<file path="src/rtl/g1_input_debounce_if.sv">
//----------------------------------------------------------------------------
// Module  : g1_input_debounce_if
// Brief   : Switch-input / debounced-output bundle for g1_input_debounce.
// Revision: 1.0
//----------------------------------------------------------------------------
`default_nettype none

interface g1_input_debounce_if;
    logic [3:0] sw_in;
    logic       hold;
    logic [3:0] x_out;
    logic       x_changed;
    logic       busy;

    // master drives raw switches and hold; slave is the debouncer
    modport master (
        output sw_in,
        output hold,
        input  x_out,
        input  x_changed,
        input  busy
    );

    modport slave (
        input  sw_in,
        input  hold,
        output x_out,
        output x_changed,
        output busy
    );
endinterface

`default_nettype wire

</file>
<file path="src/rtl/g1_input_debounce.sv">
//----------------------------------------------------------------------------
// Module  : g1_input_debounce
// Brief   : Four independent switch debouncers behind a two-flop synchronizer.
// Revision: 1.0
//----------------------------------------------------------------------------
`default_nettype none

module g1_input_debounce #(
    parameter int unsigned STABLE_CYCLES = 16
) (
    input  logic                   clk,
    input  logic                   rst_n,
    g1_input_debounce_if.slave     dbus
);

    localparam int unsigned         CNT_W  = $clog2(STABLE_CYCLES + 1);
    localparam logic [CNT_W-1:0]    C_LAST = CNT_W'(STABLE_CYCLES - 1);

    logic [3:0]       sync1_q, sync1_d;
    logic [3:0]       sync2_q, sync2_d;
    logic [3:0]       x_out_q, x_out_d;
    logic             x_changed_q, x_changed_d;
    logic [CNT_W-1:0] cnt_q [4];
    logic [CNT_W-1:0] cnt_d [4];
    logic [3:0]       w_load;
    logic             w_busy;

    always_comb begin
        sync1_d  = dbus.sw_in;
        sync2_d  = sync1_q;
        x_out_d  = x_out_q;
        w_load   = '0;
        for (int i = 0; i < 4; i++) begin
            // any match, or hold, discards the run in progress
            cnt_d[i] = '0;
            if (!dbus.hold && (sync2_q[i] != x_out_q[i])) begin
                if (cnt_q[i] >= C_LAST) begin
                    w_load[i]  = 1'b1;
                    x_out_d[i] = sync2_q[i];
                end else begin
                    cnt_d[i] = cnt_q[i] + 1'b1;
                end
            end
        end
        x_changed_d = |w_load;
    end

    always_comb begin
        w_busy = 1'b0;
        for (int i = 0; i < 4; i++) begin
            w_busy = w_busy | (cnt_q[i] != '0);
        end
    end

    always_ff @(posedge clk or negedge rst_n) begin
        if (!rst_n) begin
            sync1_q     <= '0;
            sync2_q     <= '0;
            x_out_q     <= '0;
            x_changed_q <= 1'b0;
            for (int i = 0; i < 4; i++) begin
                cnt_q[i] <= '0;
            end
        end else begin
            sync1_q     <= sync1_d;
            sync2_q     <= sync2_d;
            x_out_q     <= x_out_d;
            x_changed_q <= x_changed_d;
            for (int i = 0; i < 4; i++) begin
                cnt_q[i] <= cnt_d[i];
            end
        end
    end

    assign dbus.x_out     = x_out_q;
    assign dbus.x_changed = x_changed_q;
    assign dbus.busy      = w_busy;

endmodule

`default_nettype wire

</file>
<file path="src/flat_wrapper.sv">
// flat-port wrapper written by rule: the top's interface ports become plain ports
module g1_input_debounce_flat 
#(
    parameter int unsigned STABLE_CYCLES = 16
)
  (clk, rst_n, dbus_sw_in, dbus_hold, dbus_x_out, dbus_x_changed, dbus_busy);
  g1_input_debounce_if dbus_i ();
  input  logic clk;
  input  logic rst_n;
  input wire logic [$bits(dbus_i.sw_in)-1:0] dbus_sw_in;
  input wire logic [$bits(dbus_i.hold)-1:0] dbus_hold;
  output wire logic [$bits(dbus_i.x_out)-1:0] dbus_x_out;
  output wire logic [$bits(dbus_i.x_changed)-1:0] dbus_x_changed;
  output wire logic [$bits(dbus_i.busy)-1:0] dbus_busy;
  assign dbus_i.sw_in = dbus_sw_in;
  assign dbus_i.hold = dbus_hold;
  assign dbus_x_out = dbus_i.x_out;
  assign dbus_x_changed = dbus_i.x_changed;
  assign dbus_busy = dbus_i.busy;
  g1_input_debounce #(.STABLE_CYCLES(STABLE_CYCLES)) u_core (.clk(clk), .rst_n(rst_n), .dbus(dbus_i));
endmodule
</file>
<file path="config.mk">
export PLATFORM = sky130hd
export DESIGN_NAME = g1_input_debounce_flat
export DESIGN_NICKNAME = d
export VERILOG_FILES = /design/src/rtl/g1_input_debounce_if.sv /design/src/rtl/g1_input_debounce.sv /design/src/flat_wrapper.sv
export SDC_FILE = /design/constraint.sdc
export NUM_CORES = 1
export LEC_CHECK = 0
export BUFFER_PORTS_ARGS = -buffer_cell sky130_fd_sc_hd__buf_2
export CAP_MARGIN = 25
export CORE_MARGIN = 4
export CORE_UTILIZATION = 41
export DETAILED_ROUTE_END_ITERATION = 6
export PLACE_DENSITY = 0.69
export SETUP_SLACK_MARGIN = 0.02
export SLEW_MARGIN = 5
export SYNTH_ARGS = -nofsm -noshare
export SYNTH_HDL_FRONTEND = slang
export SYNTH_SLANG_ARGS = --single-unit
</file>
<file path="constraint.sdc">
create_clock -name clk -period 1.9 [get_ports clk]
set_input_delay 0.38 -clock clk [delete_from_list [all_inputs] [get_ports clk]]
set_output_delay 0.38 -clock clk [all_outputs]
set_load 0.01 [all_outputs]
</file>
Yosys cells after proc, flatten, opt, wreduce, memory -nomap -nowiden
Index checks and enable logic that the tools add are counted.

Bits in writable memories: 0. Memories: 0. Flip-flop bits (word level): 33. Input port bits: 7. Word-level logic and storage cells: 56. Output and inout port bits: 6. Bits in latches: 0. ROM bits: 0.

$mul: 0. Reduce and logical (&&, ||, !) cells: 14. Bitwise gates (word level): 3. Equality and inequality tests: 4. Order comparisons: 4. Div/mod/pow operators: 0. Shifts and indexed selects: 0. Mux-type cells: 16. Add/subtract/negate cells: 4.

Operators by type and width (number): $mux 5 (8); $add 5x1->5 const B (4); $ge 5x4->1 const B (4); $reduce_bool 5->1 (4); $mux 1 (8); $reduce_and 2->1 (4); $logic_and 1x1->1 (4); $ne 1x1->1 (4); $reduce_or 4->1 (1); $or 1x1->1 (3); $logic_not 1->1 (1).

Logic depth before layout (Yosys ltp)
Depth in word-level cells: 4. Mapped depth: 6. Depth with buffers taken out: 6.

Least setup slack after synthesis
OpenSTA, ideal clock, no wires.

Path type: register -> register. From: register u_core.cnt_q[5] (netlist bit). To: register u_core.x_changed_q, in the netlist u_core.dbus.x_changed. Clock period less this slack: 1.667 ns. Arrival: 1.538 ns. Cell stages (with the launch flop): 7. Setup slack: 0.233 ns. Cell sequence: dfrtp_1 ha_1 and3_1 ha_1 nor2_2 a21boi_1 o41a_1.

Longest elaborated chain between the ends: 4.

RTL lines: start, declared (RTL line g1_input_debounce.sv:23) `logic [CNT_W-1:0] cnt_q [4];`; start signal, assigned by index (RTL line g1_input_debounce.sv:70) `cnt_q[i] <= cnt_d[i];`; $ge 5x4->1 (RTL line g1_input_debounce.sv:37) `if (cnt_q[i] >= C_LAST) begin`; $mux 1 (RTL line g1_input_debounce.sv:37); $mux 1 (RTL line g1_input_debounce.sv:36) `if (!dbus.hold && (sync2_q[i] != x_out_q[i])) begin`; $reduce_or 4->1 (RTL line g1_input_debounce.sv:45) `x_changed_d = |w_load;`; via u_core.x_changed_d (RTL line g1_input_debounce.sv:22) `logic x_changed_q, x_changed_d;`; end signal, assigned (RTL line g1_input_debounce.sv:68) `x_changed_q <= x_changed_d;`; end, declared (RTL line g1_input_debounce.sv:22).

The timed path passes the listed nets, and every way through them passes these cells. A chain may end at the register's enable or synchronous reset.

Final worst setup path
From: register u_core.cnt_q[15] (netlist bit). To: output dbus_busy.

Longest elaborated chain between the ends: 4.

RTL lines: $reduce_bool 5->1 (RTL line g1_input_debounce.sv:51) `w_busy = w_busy | (cnt_q[i] != '0);`; $or 1x1->1 (3 in a row) (RTL line g1_input_debounce.sv:51); end, declared (RTL line flat_wrapper.sv:14) `output wire logic [$bits(dbus_i.busy)-1:0] dbus_busy;`.

Every way passes these cells.

==> results list <==
- The run finished with clean final reports.
- RSZ-0062 raised after global routing: yes
- TritonCTS built the clock tree.
- Adder and majority cell fraction of the synthesized area: 10.2%
- For this configuration, the core starts out at a cell density of approximately 43%.
- Registers take approximately 830 um^2.
- Number of antenna repair diodes: 0
- Power density normalized to cell area: between 600 and 700 nW/um^2
- Length in cells of the worst reg-to-reg path: 7
* Share of the synthesized netlist area taken by xor and xnor gates: 4.78%
* Overall Global Routing Usage: between 10% and 20%
- At the pin with the least slew margin, the transition time is ~0.7 ns.
* Combinational family with the most area after synthesis: simple AND/OR/NAND/NOR gates
* Total length of routed wires: about 2.8 mm
- Post-synthesis instance total: between 100 and 150
* Setup skew after layout: between 0.01 and 0.015 ns
- Die W: just under 70 um
- The initialized floorplan defines 21 standard-cell rows.
- Crit-path slowest cell: sky130_fd_sc_hd__dfrtp_1
- Share of async-settable or async-resettable flops after synthesis: 100%
- The congestion estimate from routability-driven global placement came to 0.821.
- The hold violation count in the final report came to 0.
- Fraction of the mapped netlist area in simple logic gates: between 10% and 20%
* Nets in the synthesized netlist: approximately 150
* Maximum count of clock buffers along a single path: 2
- By count the netlist is led by sky130_fd_sc_hd__dfrtp_1 (33), sky130_fd_sc_hd__nor2_1 (21), sky130_fd_sc_hd__inv_1 (17).
- In this run, the combinational gates consume under 10% of the power.
- Largest net degree at the start of global routing: 34
* Sequence of cells on the critical path: buf_6, inv_4, ha_4, nand2_2, nor3_2, nand4_1, buf_2
- Overflow left after global routing: 0
- Yosys printed 0 warnings.
* Cell chosen for the clock root: sky130_fd_sc_hd__clkbuf_4
- The synthesized netlist devotes under 10% of its cell area to compound gates.
- The most used flip-flop cell after synthesis is sky130_fd_sc_hd__dfrtp_1.
* Initial antenna violation count: 0
* Insertion delay of the later-clocked pin in the worst-skew pair: 0.34 ns
* Pint: between 800 and 900 uW
- The synthesized design spends more area on one cell type than any other, namely sky130_fd_sc_hd__dfrtp_1.
* Achievable clock frequency: between 500 and 600 MHz
- Routed len/inst: approximately 14 um
- Via density per instance: a little over 5
* Maxcap violations: 0
* Static Leakage: just under 0.0009 uW
* Kind of capture point of the worst setup path: primary output
- The worst path needs ~1.9 ns of the cycle, external delays included.
- Overall die area: approximately 4600 um^2
- The path class of the tightest hold or removal check is input port to async pin.
* Signal arrival time at the worst endpoint: between 1 and 1.5 ns
- Number of synthesized register bits: 33
- Floorplan Core Area: around 3400 um^2
* Detailed placer's ending HPWL: 1.98 mm
* Area of the multi-input gates: about 650 um^2
* Worst ir drop on vdd: approximately 0.00052 V
- The number of max-slew violations in the final report is 0.
- Top cell type's share of synthesized area: 56.3%
- Count of input and output buffers: 12
- Final-layout fill cell count: between 200 and 300
- Sequential share of power: around 61%
- Worst setup path category: flip-flop to primary output
- Worst Path Max Fanout: 2
* Antenna-violating nets left: 0
* Number of cells in the design after placement: about 190
- Length of routed met3 wiring: about 150 um
- Post-synthesis sequential area ratio: 56.3%
* Fin nets: about 180
* DRT met1 WL: about 1.2 mm
- Clock-pin slew was measured on the worst setup and hold paths at approximately 0.10 ns.
- Routed vias: between 1000 and 1500
- The first global-routing pass estimated between 4 and 5 mm of wire.
- Data on the critical path is required at its endpoint by ~1.5 ns.
* EDFF count, synth: 0
* Detailed-route DRC error count: 0
- Uppermost routed layer: met4
* Fraction of layout instances using a drive strength above 1: between 20% and 30%
* Kind of start point of the critical path: flip-flop
- After synthesis, the mean cell area works out to 11.3 um^2.
- sky130_fd_sc_hd__dfrtp_1 is the most common cell in the netlist.
- The analysis attributes to net switching a power of 301 uW.
- Portion of total power attributed to the clock network: about 31%
- Measured against the total synthesized area, the mux share comes to roughly 3.1%.
- Die Y: between 60 and 70 um
- Vias in the first global route: between 1000 and 1500
- Setup violations remaining at the end of the flow were counted as 0.
- Sorting the synthesized cells by area gives the leading types as sky130_fd_sc_hd__dfrtp_1 (56%), sky130_fd_sc_hd__ha_1 (10%), sky130_fd_sc_hd__nor2_1 (5.4%), sky130_fd_sc_hd__inv_1 (4.4%), sky130_fd_sc_hd__nand4_1 (3.4%).
- The number of different library cells used by synthesis comes to 21.
* Routed length on met2: ~1.4 mm
* Summed instance area of the synthesized netlist: between 1000 and 1500 um^2
- Pin placement for this block handled 13 I/O pins.
- Net switching share of the total power: between 20% and 30%
- Post-layout power: approximately 1200 uW
- On the worst path, the slowest cell contributes a delay of roughly 0.41 ns.
* Detailed-router iteration count before antenna repair: 4
- Number of buffers created by CTS: 5
* H-tree depth: 2
- Of the available clock period, the critical path in the final layout requires 98.6%.
- The tree built by TritonCTS fans out to 33 sinks.
- Max_slew headroom: 52.9%
- Area growth from synthesis to layout: 21.2%
- Drt initial violations: 16
- Final Non-Filler Cells: 204
[cells in the final DEF (no fill, tap or decap), types with 2 or more instances in the layout]
cell                       netlist  final
sky130_fd_sc_hd__xnor2_1         4      4
sky130_fd_sc_hd__a31oi_1         4      4
sky130_fd_sc_hd__a21boi_1        2      3
sky130_fd_sc_hd__inv_1          17     15
sky130_fd_sc_hd__buf_4           0      7
sky130_fd_sc_hd__xor2_1          4      4
sky130_fd_sc_hd__a21oi_1         4      3
sky130_fd_sc_hd__nand4_1         8      8
sky130_fd_sc_hd__and3_1          4      4
sky130_fd_sc_hd__clkinv_2        0      2
sky130_fd_sc_hd__nor2_4          1      2
sky130_fd_sc_hd__ha_2            0      4
sky130_fd_sc_hd__ha_1           12      6
sky130_fd_sc_hd__buf_2           0     12
sky130_fd_sc_hd__mux2_1          4      4
sky130_fd_sc_hd__nor2_1         21     20
sky130_fd_sc_hd__dfrtp_1        33     33
sky130_fd_sc_hd__clkbuf_4        0      5
sky130_fd_sc_hd__ha_4            0      2
[final timing paths]
check	startpoint	end	slack, ns
worst max-delay path	u_core.cnt_q[15]	dbus_busy	0.03
worst min register to register	u_core.sync1_q[3]	u_core.sync2_q[3]	0.36
min in group clk	dbus_sw_in[1]	u_core.sync1_q[1]	0.15
worst max register to register	u_core.cnt_q[10]	u_core.dbus.x_changed	0.06
max in group asynchronous	rst_n	u_core.sync2_q[2]	1.36
worst min-delay path	rst_n	u_core.cnt_q[18]	0.08
[stage by stage]
step	TNS (ns)	util (%)	area (um^2)	hold WS [ns]	worst slack, ns
floorplan	0	-	1470	0.0844	0.233
global placement	0	47.0	1590	0.333	0.162
detailed placement	0	47.0	1590	0.336	0.0851
CTS	-0.0325	50.5	1710	0.0957	-0.0325
global route	-0.0744	52.4	1780	0.110	-0.0437
finish	0	52.4	1780	0.0793	0.0267
[cell type report]
type	instances	area share, %
Clock buffer	6	2.32
Clock inverter	2	0.563
Inverter	17	3.73
Multi-Input combinational cell	80	36.7
Sequential cell	33	46.5
Tap cell	46	3.24
Timing Repair Buffer	20	6.97
[flip-flops by register name, summed over array words and instances (netlist names)]
name	cells
u_core.sync2_q	4
u_core.sync1_q	4
u_core.dbus.x_changed	1
u_core.dbus.x_out	4
u_core.cnt_q	20
[worst max-delay path, delay by kind of cell (launching register included)]
kind	cells	cell delay (ns)
flip-flops	1	0.41
AND/OR/NAND/NOR	3	0.28
buffers and inverters	3	0.34
adder cells (fa/ha/maj)	1	0.11
[logic make-up after synthesis]
group | after synthesis
compound gates | 13
xor+xnor | 8
fa+ha+maj | 12
buf+inv | 17
flops | 33
mux | 4
simple gates | 43
[repair_timing]
action / in CTS / in global routing
resized for setup: 8 / 13
gates cloned: 0 / 0
setup endpoints to repair: 1 / 9
pin swaps: 3 / 8
setup buffers: 5 / 2
hold buffers: 0 / 0
[routing by layer]
metal / up-vias / track usage, %
met4: 0 / 7.44
met1: 499 / 16.0
met3: 10 / 5.49
li1: 495 / -
met2: 24 / 24.1
met5: - / 0
[power by group through the flow]
stage	combinational, uW	clock (uW)	sequential [uW]
after floorplan	35.1	0	743
after global placement	69.4	0	744
after detailed placement	71.0	0	746
after CTS	89.5	396	730
after global routing	107	436	732
final	94.6	376	730
Power figures use the tool's default switching activity.
